<file path="config.mk">
export PLATFORM = sky130hd
export DESIGN_NAME = note_tone_gen
export DESIGN_NICKNAME = d
export VERILOG_FILES = /design/src/rtl/tone_pkg.sv /design/src/rtl/tone_envelope.sv /design/src/rtl/note_tone_gen.sv
export SDC_FILE = /design/constraint.sdc
export NUM_CORES = 1
export LEC_CHECK = 0
export ABC_CLOCK_PERIOD_IN_PS = 7180
export BUFFER_PORTS_ARGS = -buffer_cell sky130_fd_sc_hd__buf_2
export CORE_MARGIN = 2
export CORE_UTILIZATION = 28
export CTS_BUF_LIST = sky130_fd_sc_hd__clkbuf_4 sky130_fd_sc_hd__clkbuf_8 sky130_fd_sc_hd__clkbuf_16
export DETAILED_ROUTE_END_ITERATION = 16
export GPL_TIMING_DRIVEN = 1
export HOLD_SLACK_MARGIN = 0.06
export SKIP_CTS_REPAIR_TIMING = 1
export SLEW_MARGIN = 20
export SYNTH_ARGS = -nofsm -noshare
export SYNTH_HDL_FRONTEND = slang
export SYNTH_HIERARCHICAL = 1
export SYNTH_SLANG_ARGS = --single-unit
</file>
<file path="constraint.sdc">
create_clock -name clk -period 7.18 [get_ports clk]
set_clock_uncertainty 0.1 [all_clocks]
set_input_delay 0 -clock clk [delete_from_list [all_inputs] [get_ports clk]]
set_output_delay 0 -clock clk [all_outputs]
set_load 0.005 [all_outputs]
</file>
<file path="src/rtl/tone_pkg.sv">
// tone_pkg: shared types, constants and helpers for the note tone generator.
//
//   env_state_t     envelope FSM state (IDLE, ATTACK, SUSTAIN, RELEASE)
//   WAVE_AMP        peak waveform amplitude before gain scaling
//   PHASE_INC_BASE  octave-1 phase increments for a 24-bit accumulator at 50 kHz
//   SEMI_IDX        (note, flat) -> semitone index 0..11 into PHASE_INC_BASE
package tone_pkg;

    typedef enum logic [1:0] {
        IDLE    = 2'd0,
        ATTACK  = 2'd1,
        SUSTAIN = 2'd2,
        RELEASE = 2'd3
    } env_state_t;

    localparam int WAVE_AMP = 16384;

    // round(f * 2^24 / 50000) for C..B of the octave that contains A = 220 Hz.
    // Index is the semitone above C.
    localparam logic [23:0] PHASE_INC_BASE [12] = '{
        24'd43893, 24'd46504, 24'd49269, 24'd52198,
        24'd55302, 24'd58591, 24'd62075, 24'd65766,
        24'd69677, 24'd73820, 24'd78209, 24'd82860
    };

    // note: 1..7 = C,D,E,F,G,A,B (0 = no key, maps to index 0).
    function automatic logic [3:0] SEMI_IDX(input logic [2:0] note, input logic flat);
        logic [3:0] nat_idx;
        case (note)
            3'd1:    nat_idx = 4'd0;
            3'd2:    nat_idx = 4'd2;
            3'd3:    nat_idx = 4'd4;
            3'd4:    nat_idx = 4'd5;
            3'd5:    nat_idx = 4'd7;
            3'd6:    nat_idx = 4'd9;
            3'd7:    nat_idx = 4'd11;
            default: nat_idx = 4'd0;
        endcase
        // C-flat has no lower neighbour in the table, so it stays on C.
        if (flat && (nat_idx != 4'd0)) begin
            return nat_idx - 4'd1;
        end
        return nat_idx;
    endfunction

endpackage

</file>
<file path="src/rtl/tone_envelope.sv">
// tone_envelope: attack/sustain/release envelope FSM and 8-bit gain register.
// Updates only on sample ticks.
//
// Ports:
//   clk, reset   system clock, asynchronous active-high reset
//   tick         one-cycle sample strobe; all state changes happen here
//   key_on       a valid key is currently held
//   state        registered envelope state
//   state_next   envelope state after this cycle (equals state off-tick)
//   gain         gain after this cycle's update (equals the register off-tick)
//   restart      tick-qualified strobe: the phase accumulator must clear to 0
module tone_envelope
    import tone_pkg::*;
#(
    parameter int unsigned ATTACK_STEP  = 8,
    parameter int unsigned RELEASE_STEP = 4
) (
    input  logic       clk,
    input  logic       reset,
    input  logic       tick,
    input  logic       key_on,
    output env_state_t state,
    output env_state_t state_next,
    output logic [7:0] gain,
    output logic       restart
);

    localparam logic [8:0] ATT_STEP = 9'(ATTACK_STEP);
    localparam logic [8:0] REL_STEP = 9'(RELEASE_STEP);

    env_state_t state_q, state_d;
    logic [7:0] gain_q, gain_d;
    logic [8:0] gain_sum;
    logic [7:0] gain_up;
    logic [7:0] gain_down;

    // Saturating gain steps, computed once and shared by every state.
    always_comb begin
        gain_sum  = {1'b0, gain_q} + ATT_STEP;
        gain_up   = (gain_sum > 9'd255) ? 8'd255 : gain_sum[7:0];
        gain_down = ({1'b0, gain_q} > REL_STEP) ? (gain_q - REL_STEP[7:0]) : 8'd0;
    end

    always_comb begin
        state_d = state_q;
        gain_d  = gain_q;
        restart = 1'b0;
        if (tick) begin
            unique case (state_q)
                IDLE: begin
                    if (key_on) begin
                        state_d = ATTACK;
                        gain_d  = 8'd0;
                        restart = 1'b1;
                    end
                end
                ATTACK: begin
                    if (key_on) begin
                        gain_d = gain_up;
                        if (gain_up == 8'd255) begin
                            state_d = SUSTAIN;
                        end
                    end else begin
                        state_d = RELEASE;
                        gain_d  = gain_down;
                    end
                end
                SUSTAIN: begin
                    if (!key_on) begin
                        state_d = RELEASE;
                        gain_d  = gain_down;
                    end
                end
                RELEASE: begin
                    if (key_on) begin
                        // Re-press: climb from the current level, no phase reset.
                        state_d = ATTACK;
                        gain_d  = gain_up;
                    end else begin
                        gain_d = gain_down;
                        if (gain_down == 8'd0) begin
                            state_d = IDLE;
                            restart = 1'b1;
                        end
                    end
                end
                default: begin
                    state_d = IDLE;
                    gain_d  = 8'd0;
                end
            endcase
        end
    end

    always_ff @(posedge clk or posedge reset) begin
        if (reset) begin
            state_q <= IDLE;
            gain_q  <= 8'd0;
        end else begin
            state_q <= state_d;
            gain_q  <= gain_d;
        end
    end

    assign state      = state_q;
    assign state_next = state_d;
    assign gain       = gain_d;

endmodule

</file>
<file path="src/rtl/note_tone_gen.sv">
// note_tone_gen: turns the held key (note/octave/flat/instrument) into an enveloped
// square or sawtooth sample stream at clk / SAMPLE_DIV.
//
// Ports:
//   clk, reset    system clock, asynchronous active-high reset
//   note          1..7 = C..B, 0 = no key
//   octave        1..4, 0 = no key, 5..7 behave as 4
//   flat          lower the note by one semitone
//   instrument    0 = square, 1 = sawtooth
//   sample        signed 16-bit audio sample
//   sample_valid  one-cycle strobe in the cycle after each sample tick
//   active        envelope is not IDLE (updates with sample)
module note_tone_gen
    import tone_pkg::*;
#(
    parameter int unsigned SAMPLE_DIV   = 1000,
    parameter int unsigned ACC_W        = 24,
    parameter int unsigned ATTACK_STEP  = 8,
    parameter int unsigned RELEASE_STEP = 4
) (
    input  logic               clk,
    input  logic               reset,
    input  logic [2:0]         note,
    input  logic [2:0]         octave,
    input  logic               flat,
    input  logic               instrument,
    output logic signed [15:0] sample,
    output logic               sample_valid,
    output logic               active
);

    localparam int unsigned      CNT_W    = (SAMPLE_DIV > 1) ? $clog2(SAMPLE_DIV) : 1;
    localparam logic [CNT_W-1:0] CNT_LAST = CNT_W'(SAMPLE_DIV - 1);
    localparam logic signed [15:0] AMP_POS = 16'(WAVE_AMP);
    localparam logic signed [15:0] AMP_NEG = 16'(-WAVE_AMP);

    // ---------------------------------------------------------------- sample tick
    logic [CNT_W-1:0] cnt_q;
    logic             tick;

    assign tick = (cnt_q == CNT_LAST);

    always_ff @(posedge clk or posedge reset) begin
        if (reset) begin
            cnt_q <= '0;
        end else if (tick) begin
            cnt_q <= '0;
        end else begin
            cnt_q <= cnt_q + CNT_W'(1);
        end
    end

    // ---------------------------------------------------------------- key decode
    logic             key_on;
    logic [3:0]       semi;
    logic [1:0]       oct_shift;
    logic [ACC_W-1:0] inc_sel;

    always_comb begin
        key_on = (note != 3'd0) && (octave != 3'd0);
        semi   = SEMI_IDX(note, flat);
        if (octave >= 3'd4) begin
            oct_shift = 2'd3;
        end else if (octave == 3'd0) begin
            oct_shift = 2'd0;
        end else begin
            oct_shift = 2'(octave - 3'd1);
        end
        inc_sel = ACC_W'(PHASE_INC_BASE[semi]) << oct_shift;
    end

    // ---------------------------------------------------------------- envelope
    env_state_t env_state;
    env_state_t env_state_next;
    logic [7:0] env_gain;
    logic       restart;

    tone_envelope #(
        .ATTACK_STEP  (ATTACK_STEP),
        .RELEASE_STEP (RELEASE_STEP)
    ) u_envelope (
        .clk        (clk),
        .reset      (reset),
        .tick       (tick),
        .key_on     (key_on),
        .state      (env_state),
        .state_next (env_state_next),
        .gain       (env_gain),
        .restart    (restart)
    );

    // ---------------------------------------------------------------- phase accumulator
    logic [ACC_W-1:0] acc_q, acc_d;
    logic [ACC_W-1:0] inc_q, inc_d;

    always_comb begin
        acc_d = acc_q;
        inc_d = inc_q;
        if (restart) begin
            // Fresh press from IDLE, or end of the release tail.
            acc_d = '0;
            if (env_state == IDLE) begin
                inc_d = inc_sel;
            end
        end else if (tick && (env_state != IDLE)) begin
            if (key_on) begin
                // Legato: retune without touching the phase.
                inc_d = inc_sel;
                acc_d = acc_q + inc_sel;
            end else begin
                // Release tail keeps the pitch of the last held note.
                acc_d = acc_q + inc_q;
            end
        end
    end

    always_ff @(posedge clk or posedge reset) begin
        if (reset) begin
            acc_q <= '0;
            inc_q <= '0;
        end else begin
            acc_q <= acc_d;
            inc_q <= inc_d;
        end
    end

    // ---------------------------------------------------------------- waveform and gain
    logic signed [15:0] square_wave;
    logic signed [15:0] saw_wave;
    logic signed [15:0] wave;
    logic signed [8:0]  gain_s;
    logic signed [24:0] product;
    logic signed [15:0] sample_d;

    // Built from the post-update accumulator and gain so the sample registered on the
    // tick edge already reflects that tick.
    always_comb begin
        square_wave = acc_d[ACC_W-1] ? AMP_NEG : AMP_POS;
        // Flipping the MSB turns the unsigned ramp into a signed one centred on zero.
        saw_wave    = $signed({~acc_d[ACC_W-1], acc_d[ACC_W-2 -: 15]}) >>> 1;
        wave        = instrument ? saw_wave : square_wave;
        gain_s      = $signed({1'b0, env_gain});
        product     = 25'(wave) * 25'(gain_s);
        sample_d    = 16'(product >>> 8);
    end

    logic signed [15:0] sample_q;
    logic               sample_valid_q;
    logic               active_q;

    always_ff @(posedge clk or posedge reset) begin
        if (reset) begin
            sample_q       <= '0;
            sample_valid_q <= 1'b0;
            active_q       <= 1'b0;
        end else begin
            sample_valid_q <= tick;
            if (tick) begin
                sample_q <= sample_d;
                active_q <= (env_state_next != IDLE);
            end
        end
    end

    assign sample       = sample_q;
    assign sample_valid = sample_valid_q;
    assign active       = active_q;

endmodule

</file>
==> results_tabular.tex, run 1 <==
\begin{tabular}{lr}
\hline
Metric & Value \\
\hline
\multicolumn{2}{l}{\textbf{Status}} \\
Outcome & finished with violations \\
Violated checks & setup timing \\
\multicolumn{2}{l}{\textbf{Worst setup path}} \\
Worst Setup End Kind & register \\
WP data arrival & 8.80 ns \\
Element type at the critical path start & input pin \\
Crit path max-delay cell type & sky130\_fd\_sc\_hd\_\_fa\_1 \\
Depth of the worst register-to-register path & 31 \\
Cell with the most instances on the worst path & sky130\_fd\_sc\_hd\_\_fa\_1 \\
Worst endpoint required time & 7.31 ns \\
Worst reg-to-reg setup slack & -0.45 ns \\
Path type of the worst setup path & input pin to register \\
Critical register-to-register path endpoint & sample[10] \\
Largest driver fanout on the critical path & 8 \\
Worst path max stage delay & 0.52 ns \\
Critical register-to-register path startpoint & u\_envelope/gain\_q[3] \\
\multicolumn{2}{l}{\textbf{Routing}} \\
Vias after detailed routing & 11000 \\
Routed via count divided by cell count & 4.98 \\
First-pass detailed-route iteration total & 5 \\
Routed Antenna Nets & 0 \\
Total routed wirelength & 34.5 mm \\
Drt initial violations & 598 \\
Per-cell routed wire length & 15.5 um \\
DRC violation count after routing & 0 \\
\multicolumn{2}{l}{\textbf{Pwr}} \\
Proportion of power drawn by flip-flops and latches & 21.9\% \\
Areal power density over the cells & 145 nW/um\^{}2 \\
Power share of the combinational group & 52.9\% \\
Cell-internal power & 0.00142 W \\
Power spent charging and discharging nets & 0.000836 W \\
Maximum ir drop on the vdd rail & 119 uV \\
Leakage power figure & 7.33 nW \\
Net switching fraction of the power & 37.1\% \\
Clk pwr share & 25.2\% \\
\multicolumn{2}{l}{\textbf{Yosys}} \\
Top-count cell post-synth & sky130\_fd\_sc\_hd\_\_nand2\_1 \\
Number of instances in the synthesized netlist & 1399 \\
Top cells by area in the synthesized netlist & sky130\_fd\_sc\_hd\_\_dfrtp\_1 (18\%), sky130\_fd\_sc\_hd\_\_fa\_1 (18\%), sky130\_fd\_sc\_hd\_\_ha\_1 (9.3\%) \\
Commonest cells in the synthesized netlist & sky130\_fd\_sc\_hd\_\_nand2\_1 (158), sky130\_fd\_sc\_hd\_\_inv\_1 (152), sky130\_fd\_sc\_hd\_\_fa\_1 (100), sky130\_fd\_sc\_hd\_\_ha\_1 (85), sky130\_fd\_sc\_hd\_\_nor2\_1 (85) \\
Number of enable-type register cells in the synthesized netlist & 0 \\
Number of distinct standard cells referenced by the synthesized netlist & 89 \\
Syn nets & 1594 \\
Ys flop type & sky130\_fd\_sc\_hd\_\_dfrtp\_1 \\
Post-synthesis instance area & 11400 um\^{}2 \\
Count of synthesis-stage warnings from yosys & 6 \\
Fraction of registers with async set or reset after synthesis & 100\% \\
Yosys reg bits & 82 \\
Average footprint of a synthesized cell & 8.16 um\^{}2 \\
Library cell occupying the most area in the post-synthesis netlist & sky130\_fd\_sc\_hd\_\_dfrtp\_1 \\
Sequential share of the synthesized area & 18.0\% \\
Area fraction of the dominant cell type after synthesis & 18.0\% \\
\multicolumn{2}{l}{\textbf{Floorplanning}} \\
Initial cell density of the core & 28.5\% \\
Die width & 206 um \\
Total I/O pin count & 28 \\
Die outline height & 206 um \\
Placeable Area & 40000 um\^{}2 \\
Cell row count & 73 \\
Area enclosed by the die boundary & 42400 um\^{}2 \\
\multicolumn{2}{l}{\textbf{Clock network}} \\
Clock sink count & 82 \\
TritonCTS clock tree & done \\
CTS Root Cell & sky130\_fd\_sc\_hd\_\_clkbuf\_16 \\
Worst skew pair latency & 0.36 ns \\
Clock H-tree levels & 3 \\
CTS Buf Count & 9 \\
Clock-pin slew on the worst setup and hold paths & 0.07 ns \\
Number of buffers between clock root and the deepest sink & 2 \\
\multicolumn{2}{l}{\textbf{Run}} \\
Maximum capacitance violations & 0 \\
\multicolumn{2}{l}{\textbf{STA}} \\
Setup slack of the critical path after layout & -1.49 ns \\
Final worst path period share & 121\% \\
Final count of hold timing violations & 0 \\
Headroom to the max-slew limit & 41.5\% \\
Unrepaired setup endpoints after global routing & true \\
Worst hold margin & 0.153 ns \\
Worst Max-Slew Pin Slew & 0.870 ns \\
Total setup violations reported at the end of the flow & 16 \\
Clock period minus final worst setup slack & 8.67 ns \\
Maximum achievable frequency & 0.115 GHz \\
Final-report max-slew violation count & 0 \\
\multicolumn{2}{l}{\textbf{Place}} \\
Detailed placement HPWL & 27.0 mm \\
\# port buffers & 27 \\
Routability congestion estimate & 0.926 \\
Cell count after placement & 2181 \\
\multicolumn{2}{l}{\textbf{Global route}} \\
GR Layer Usage met3 & 1.99\% \\
Global routing usage on met2 & 28.9\% \\
Global-route wire length before repair & 57.7 mm \\
Congestion Overflow GR & 0 \\
M1 GR Usage & 22.3\% \\
Initial antenna violation count & 0 \\
Largest net degree at the start of global routing & 73 \\
Via count of the first global-routing pass & 11300 \\
Global-route usage over all layers & 16.7\% \\
Busiest layer in global routing & met2 \\
\multicolumn{2}{l}{\textbf{Finish}} \\
Area growth syn-to-layout & 36.0\% \\
Number of fillers in the final layout & 4059 \\
Final non-filler cell total & 2220 \\
Share of the core filled with cells in the final layout & 38.8\% \\
Net count of the finished layout & 1885 \\
Fraction of final layout cells with drive strength greater than 1 & 31.6\% \\
Antenna Diode Count & 0 \\
\multicolumn{2}{l}{\textbf{Min path}} \\
Hold Crit Class & input pin to asynchronous set/reset pin \\
\hline
\end{tabular}
## through the flow
step	setup TNS (ns)	area, um^2	power (W)	worst slack [ns]
after floorplan	-16.44	11800	0.00120	-1.49
after global placement	-30.05	14600	0.00157	-2.11
after detailed placement	-31.72	14600	0.00159	-2.27
after CTS	-26.90	15000	0.00217	-1.95
after global routing	-25.35	15500	0.00242	-1.91
final	-18.73	15500	0.00226	-1.49
## final cells by class
class | count | area, um^2 | share of cell area (%)
clock buffer | 10 | 239 | 1.54
clock inverter | 6 | 111 | 0.717
inverter | 154 | 579 | 3.73
multi-input combinational | 1079 | 9140 | 58.8
sequential | 82 | 2050 | 13.2
tap | 525 | 657 | 4.23
timing repair buffer | 364 | 2750 | 17.7
## critical path, delay by kind of cell
family                   cells  cell delay [ns]
AO/OA/AOI/OAI               17             2.78
XOR/XNOR                     1             0.15
adder cells (fa/ha/maj)      8             3.15
buffers and inverters        7             0.84
multiplexers                 1             0.29
AND/OR/NAND/NOR              7             1.58
## kinds of logic after synthesis
group / share of synthesized area [%]
buffers and inverters: 7.91
AOI/OAI and AO/OA: 16.3
adders and majority gates: 26.8
muxes: 4.13
DFF: 18.0
and+or+nand+nor: 24.0
xor gates and xnor gates: 2.91
## layer usage
layer | wire (um) | vias up
met1 | 15200 | 5368
met2 | 17000 | 257
li1 | - | 5383
met3 | 1580 | 41
met4 | 625 | 0
met5 | 0 | -
## power groups by stage
stage	combinational [W]	clock (W)	sequential, W
global placement	0.00107	0	0.000502
finish	0.00119	0.000568	0.000495
CTS	0.00110	0.000580	0.000494
global route	0.00133	0.000599	0.000497
floorplan	0.000704	0	0.000500
detailed placement	0.00109	0	0.000503
## worst max-delay path by stage
stage                             to  startpoint  depth (start not counted)
after floorplan           sample[15]     note[2]                         43
final                     sample[10]     note[1]                         41
after global routing      sample[15]     note[1]                         47
after global placement    sample[10]     note[1]                         43
after CTS                 sample[12]     note[1]                         44
after detailed placement  sample[12]     note[1]                         45
## layout by cell type, fill, tap and decap left out, types with 25 or more instances in the layout
cell                      count
sky130_fd_sc_hd__a21oi_1     61
sky130_fd_sc_hd__and2_1      26
sky130_fd_sc_hd__and3_1      33
sky130_fd_sc_hd__buf_2       25
sky130_fd_sc_hd__buf_4      324
sky130_fd_sc_hd__dfrtp_1     82
sky130_fd_sc_hd__fa_1        97
sky130_fd_sc_hd__ha_1        65
sky130_fd_sc_hd__inv_1      140
sky130_fd_sc_hd__nand2_1    152
sky130_fd_sc_hd__nand3_1     64
sky130_fd_sc_hd__nor2_1      81
sky130_fd_sc_hd__nor3_1      25
sky130_fd_sc_hd__o21ai_0     49
## flip-flops by register name, indices dropped and copies added, names as in the netlist
| signal | cells |
|---|---|
| acc_q | 24 |
| active | 1 |
| sample_valid | 1 |
| inc_q | 20 |
| u_envelope/state | 2 |
| sample | 16 |
| u_envelope/gain_q | 8 |
| cnt_q | 10 |
No activity file was read; power rests on OpenSTA's default activity.
==> inputs of run 2 (changes only) <==
- ABC_CLOCK_PERIOD_IN_PS: 7180 -> 9700
- clock period: 7.18 -> 9.7 ns (I/O delays scaled with it)
==> run 2 against run 1 <==
Compared with the run above:
- final area is 16% lower
- via count fell by 9.2%
- routed wire length is 13% lower
- first-iteration DRC count up 18%
- utilization decreased by 6.2 points
- die area is the same
- clock power is 32% lower
- sequential cell count is the same
- count of clock-buffer cells in the layout fell by 1
- non-clock buffer count shrank 256
- the run now ends clean
==> results_tabular.tex, run 2 (synthesis results as in run 1) <==
\begin{tabular}{lr}
\hline
Metric & Value \\
\hline
\multicolumn{2}{l}{\textbf{Place}} \\
Detailed placement HPWL & 22.9 mm (-15\%) \\
\# port buffers & 27 (unchanged) \\
Routability congestion estimate & 0.873 (-5.7\%) \\
Cell count after placement & 1929 (-12\%) \\
Setup slack after placement & -0.0503 ns (+2.22 ns) \\
\multicolumn{2}{l}{\textbf{STA}} \\
Clock period minus final worst setup slack & 9.18 ns \\
Headroom to the max-slew limit & 38.7\% (-2.8 points) \\
Worst Max-Slew Pin Slew & 0.919 ns (+0.0491 ns) \\
Total setup violations reported at the end of the flow & 0 (-16) \\
Final-report max-slew violation count & 0 (unchanged) \\
Final count of hold timing violations & 0 (unchanged) \\
Final worst path period share & 94.6\% \\
Post-route setup TNS & 0 ns (+18.73 ns) \\
Setup slack of the critical path after layout & 0.523 ns (+2.01 ns) \\
Maximum achievable frequency & 0.109 GHz \\
\multicolumn{2}{l}{\textbf{Finish}} \\
Register bank with the most flops & acc\_q \\
Most frequent standard cell in the layout excluding fill and tap cells & sky130\_fd\_sc\_hd\_\_nand2\_1 \\
Net count of the finished layout & 1629 (-14\%) \\
Multi-input combinational cell area & 8630 um\^{}2 (-5.5\%) \\
Largest register FFs & 24 (unchanged) \\
Most used cells in the layout excluding fill and tap cells & sky130\_fd\_sc\_hd\_\_nand2\_1 (156), sky130\_fd\_sc\_hd\_\_inv\_1 (151), sky130\_fd\_sc\_hd\_\_fa\_1 (100) \\
Final non-filler cell total & 1965 (-11\%) \\
Area used by sequential logic in the layout & 2050 um\^{}2 (unchanged) \\
Number of fillers in the final layout & 4199 (+3.4\%) \\
Share of the core filled with cells in the final layout & 32.6\% (-6.2 points) \\
Fraction of final layout cells with drive strength greater than 1 & 14.2\% (-17 points) \\
Area growth syn-to-layout & 14.1\% \\
\multicolumn{2}{l}{\textbf{Worst setup path}} \\
Element type at the critical path start & input pin \\
Worst Setup End Kind & register \\
Launch point of the worst path & note[0] \\
Depth of the worst register-to-register path & 32 (+3.2\%) \\
Worst path max stage delay & 0.59 ns (+0.07 ns) \\
Worst endpoint required time & 9.85 ns (+2.54 ns) \\
Crit path to & sample[12] \\
WP data arrival & 9.33 ns (+0.53 ns) \\
Critical register-to-register path endpoint & sample[12] \\
Largest driver fanout on the critical path & 22 (+14) \\
Crit path max-delay cell type & sky130\_fd\_sc\_hd\_\_fa\_1 \\
Critical register-to-register path startpoint & u\_envelope/gain\_q[3] \\
Path type of the worst setup path & input pin to register \\
Worst reg-to-reg setup slack & 1.16 ns (+1.61 ns) \\
\multicolumn{2}{l}{\textbf{Floorplanning}} \\
Die width & 206 um (unchanged) \\
Cell row count & 73 (unchanged) \\
Area enclosed by the die boundary & 42400 um\^{}2 (unchanged) \\
Total I/O pin count & 28 (unchanged) \\
Die outline height & 206 um (unchanged) \\
Placeable Area & 40000 um\^{}2 (unchanged) \\
Initial cell density of the core & 28.5\% (unchanged) \\
\multicolumn{2}{l}{\textbf{Routing}} \\
First-pass detailed-route iteration total & 6 (+1) \\
Per-cell routed wire length & 15.3 um (-1.6\%) \\
Total routed wirelength & 30.0 mm (-13\%) \\
Drt initial violations & 704 (+18\%) \\
Routed via count divided by cell count & 5.10 (+2.6\%) \\
DRC violation count after routing & 0 (unchanged) \\
Routed Antenna Nets & 0 (unchanged) \\
Vias after detailed routing & 10000 (-9.2\%) \\
\multicolumn{2}{l}{\textbf{Clock network}} \\
CTS Buf Count & 9 (unchanged) \\
Worst skew pair latency & 0.36 ns (about the same) \\
TritonCTS clock tree & done \\
Number of buffers between clock root and the deepest sink & 2 (unchanged) \\
CTS Root Cell & sky130\_fd\_sc\_hd\_\_clkbuf\_16 \\
Clock sink count & 82 (unchanged) \\
Clock-pin slew on the worst setup and hold paths & 0.07 ns (about the same) \\
Clock H-tree levels & 3 (unchanged) \\
\multicolumn{2}{l}{\textbf{Global route}} \\
Congestion Overflow GR & 0 (unchanged) \\
Global-route usage over all layers & 14.8\% (-2.0 points) \\
Via count of the first global-routing pass & 9983 (-12\%) \\
Initial antenna violation count & 0 (unchanged) \\
Global-route wire length before repair & 50.8 mm (-12\%) \\
Largest net degree at the start of global routing & 73 (unchanged) \\
\multicolumn{2}{l}{\textbf{Pwr}} \\
Cell-internal power & 0.000873 W (-39\%) \\
Leakage power figure & 6.02 nW (-18\%) \\
Net switching fraction of the power & 38.0\% (+0.96 points) \\
Maximum ir drop on the vdd rail & 83.7 uV (-30\%) \\
Areal power density over the cells & 108 nW/um\^{}2 (-26\%) \\
Proportion of power drawn by flip-flops and latches & 26.1\% (+4.2 points) \\
Power share of the combinational group & 46.2\% (-6.7 points) \\
Clk pwr share & 27.6\% (+2.4 points) \\
Power spent charging and discharging nets & 0.000535 W (-36\%) \\
\multicolumn{2}{l}{\textbf{Status}} \\
Outcome & finished clean \\
\multicolumn{2}{l}{\textbf{Run}} \\
Maximum capacitance violations & 0 (unchanged) \\
\multicolumn{2}{l}{\textbf{Min path}} \\
Hold Crit Class & input pin to register \\
\hline
\end{tabular}
-- run 2: worst min path at each step --
stage	start	to	slack [ns]	depth (start not counted)
CTS	reset	u_envelope/gain_q[5]	-0.45	2
global placement	reset	u_envelope/state[1]	-0.05	2
floorplan	reset	u_envelope/gain_q[0]	-0.26	1
global route	octave[1]	inc_q[0]	0.09	3
finish	octave[1]	inc_q[0]	0.08	3
detailed placement	reset	u_envelope/state[1]	-0.05	2
-- run 2: metal layers --
layer / vias up / GRT usage, % / part of all wire (%)
met1: 4854 / 19.9 / 47
met4: 0 / 3.67 / 1.4
met5: - / 0 / 0
li1: 4883 / - / -
met3: 29 / 3.15 / 5.5
met2: 265 / 23.9 / 46
-- run 2: final cells by class --
| class | count | area share [%] |
|---|---|---|
| clock inverter | 7 | 0.768 |
| sequential | 82 | 15.7 |
| tap | 525 | 5.04 |
| timing repair buffer | 108 | 6.02 |
| antenna | 1 | 0.0192 |
| inverter | 154 | 4.44 |
| multi-input combinational | 1079 | 66.2 |
| clock buffer | 9 | 1.73 |
-- run 2: critical path: cells and delay by family --
kind	cells	cell delay (ns)
and+or+nand+nor	5	0.93
buffers and inverters	9	1.04
adders and majority gates	8	3.31
AOI/OAI and AO/OA	21	4.04
-- run 2: power by group through the flow --
stage / logic [W] / clock network [W] / registers [W]
after CTS: 0.000609 / 0.000400 / 0.000368
final: 0.000651 / 0.000389 / 0.000368
after global placement: 0.000594 / 0 / 0.000373
after detailed placement: 0.000600 / 0 / 0.000374
after global routing: 0.000740 / 0.000417 / 0.000370
after floorplan: 0.000450 / 0 / 0.000370
-- run 2: metrics by stage --
step / cell area, um^2 / total power, W / hold WS [ns]
floorplan: 11400 / 0.000820 / -0.260
global placement: 12400 / 0.000968 / -0.0537
detailed placement: 12400 / 0.000975 / -0.0529
CTS: 12700 / 0.00138 / -0.445
global route: 13000 / 0.00153 / 0.0941
finish: 13000 / 0.00141 / 0.0778
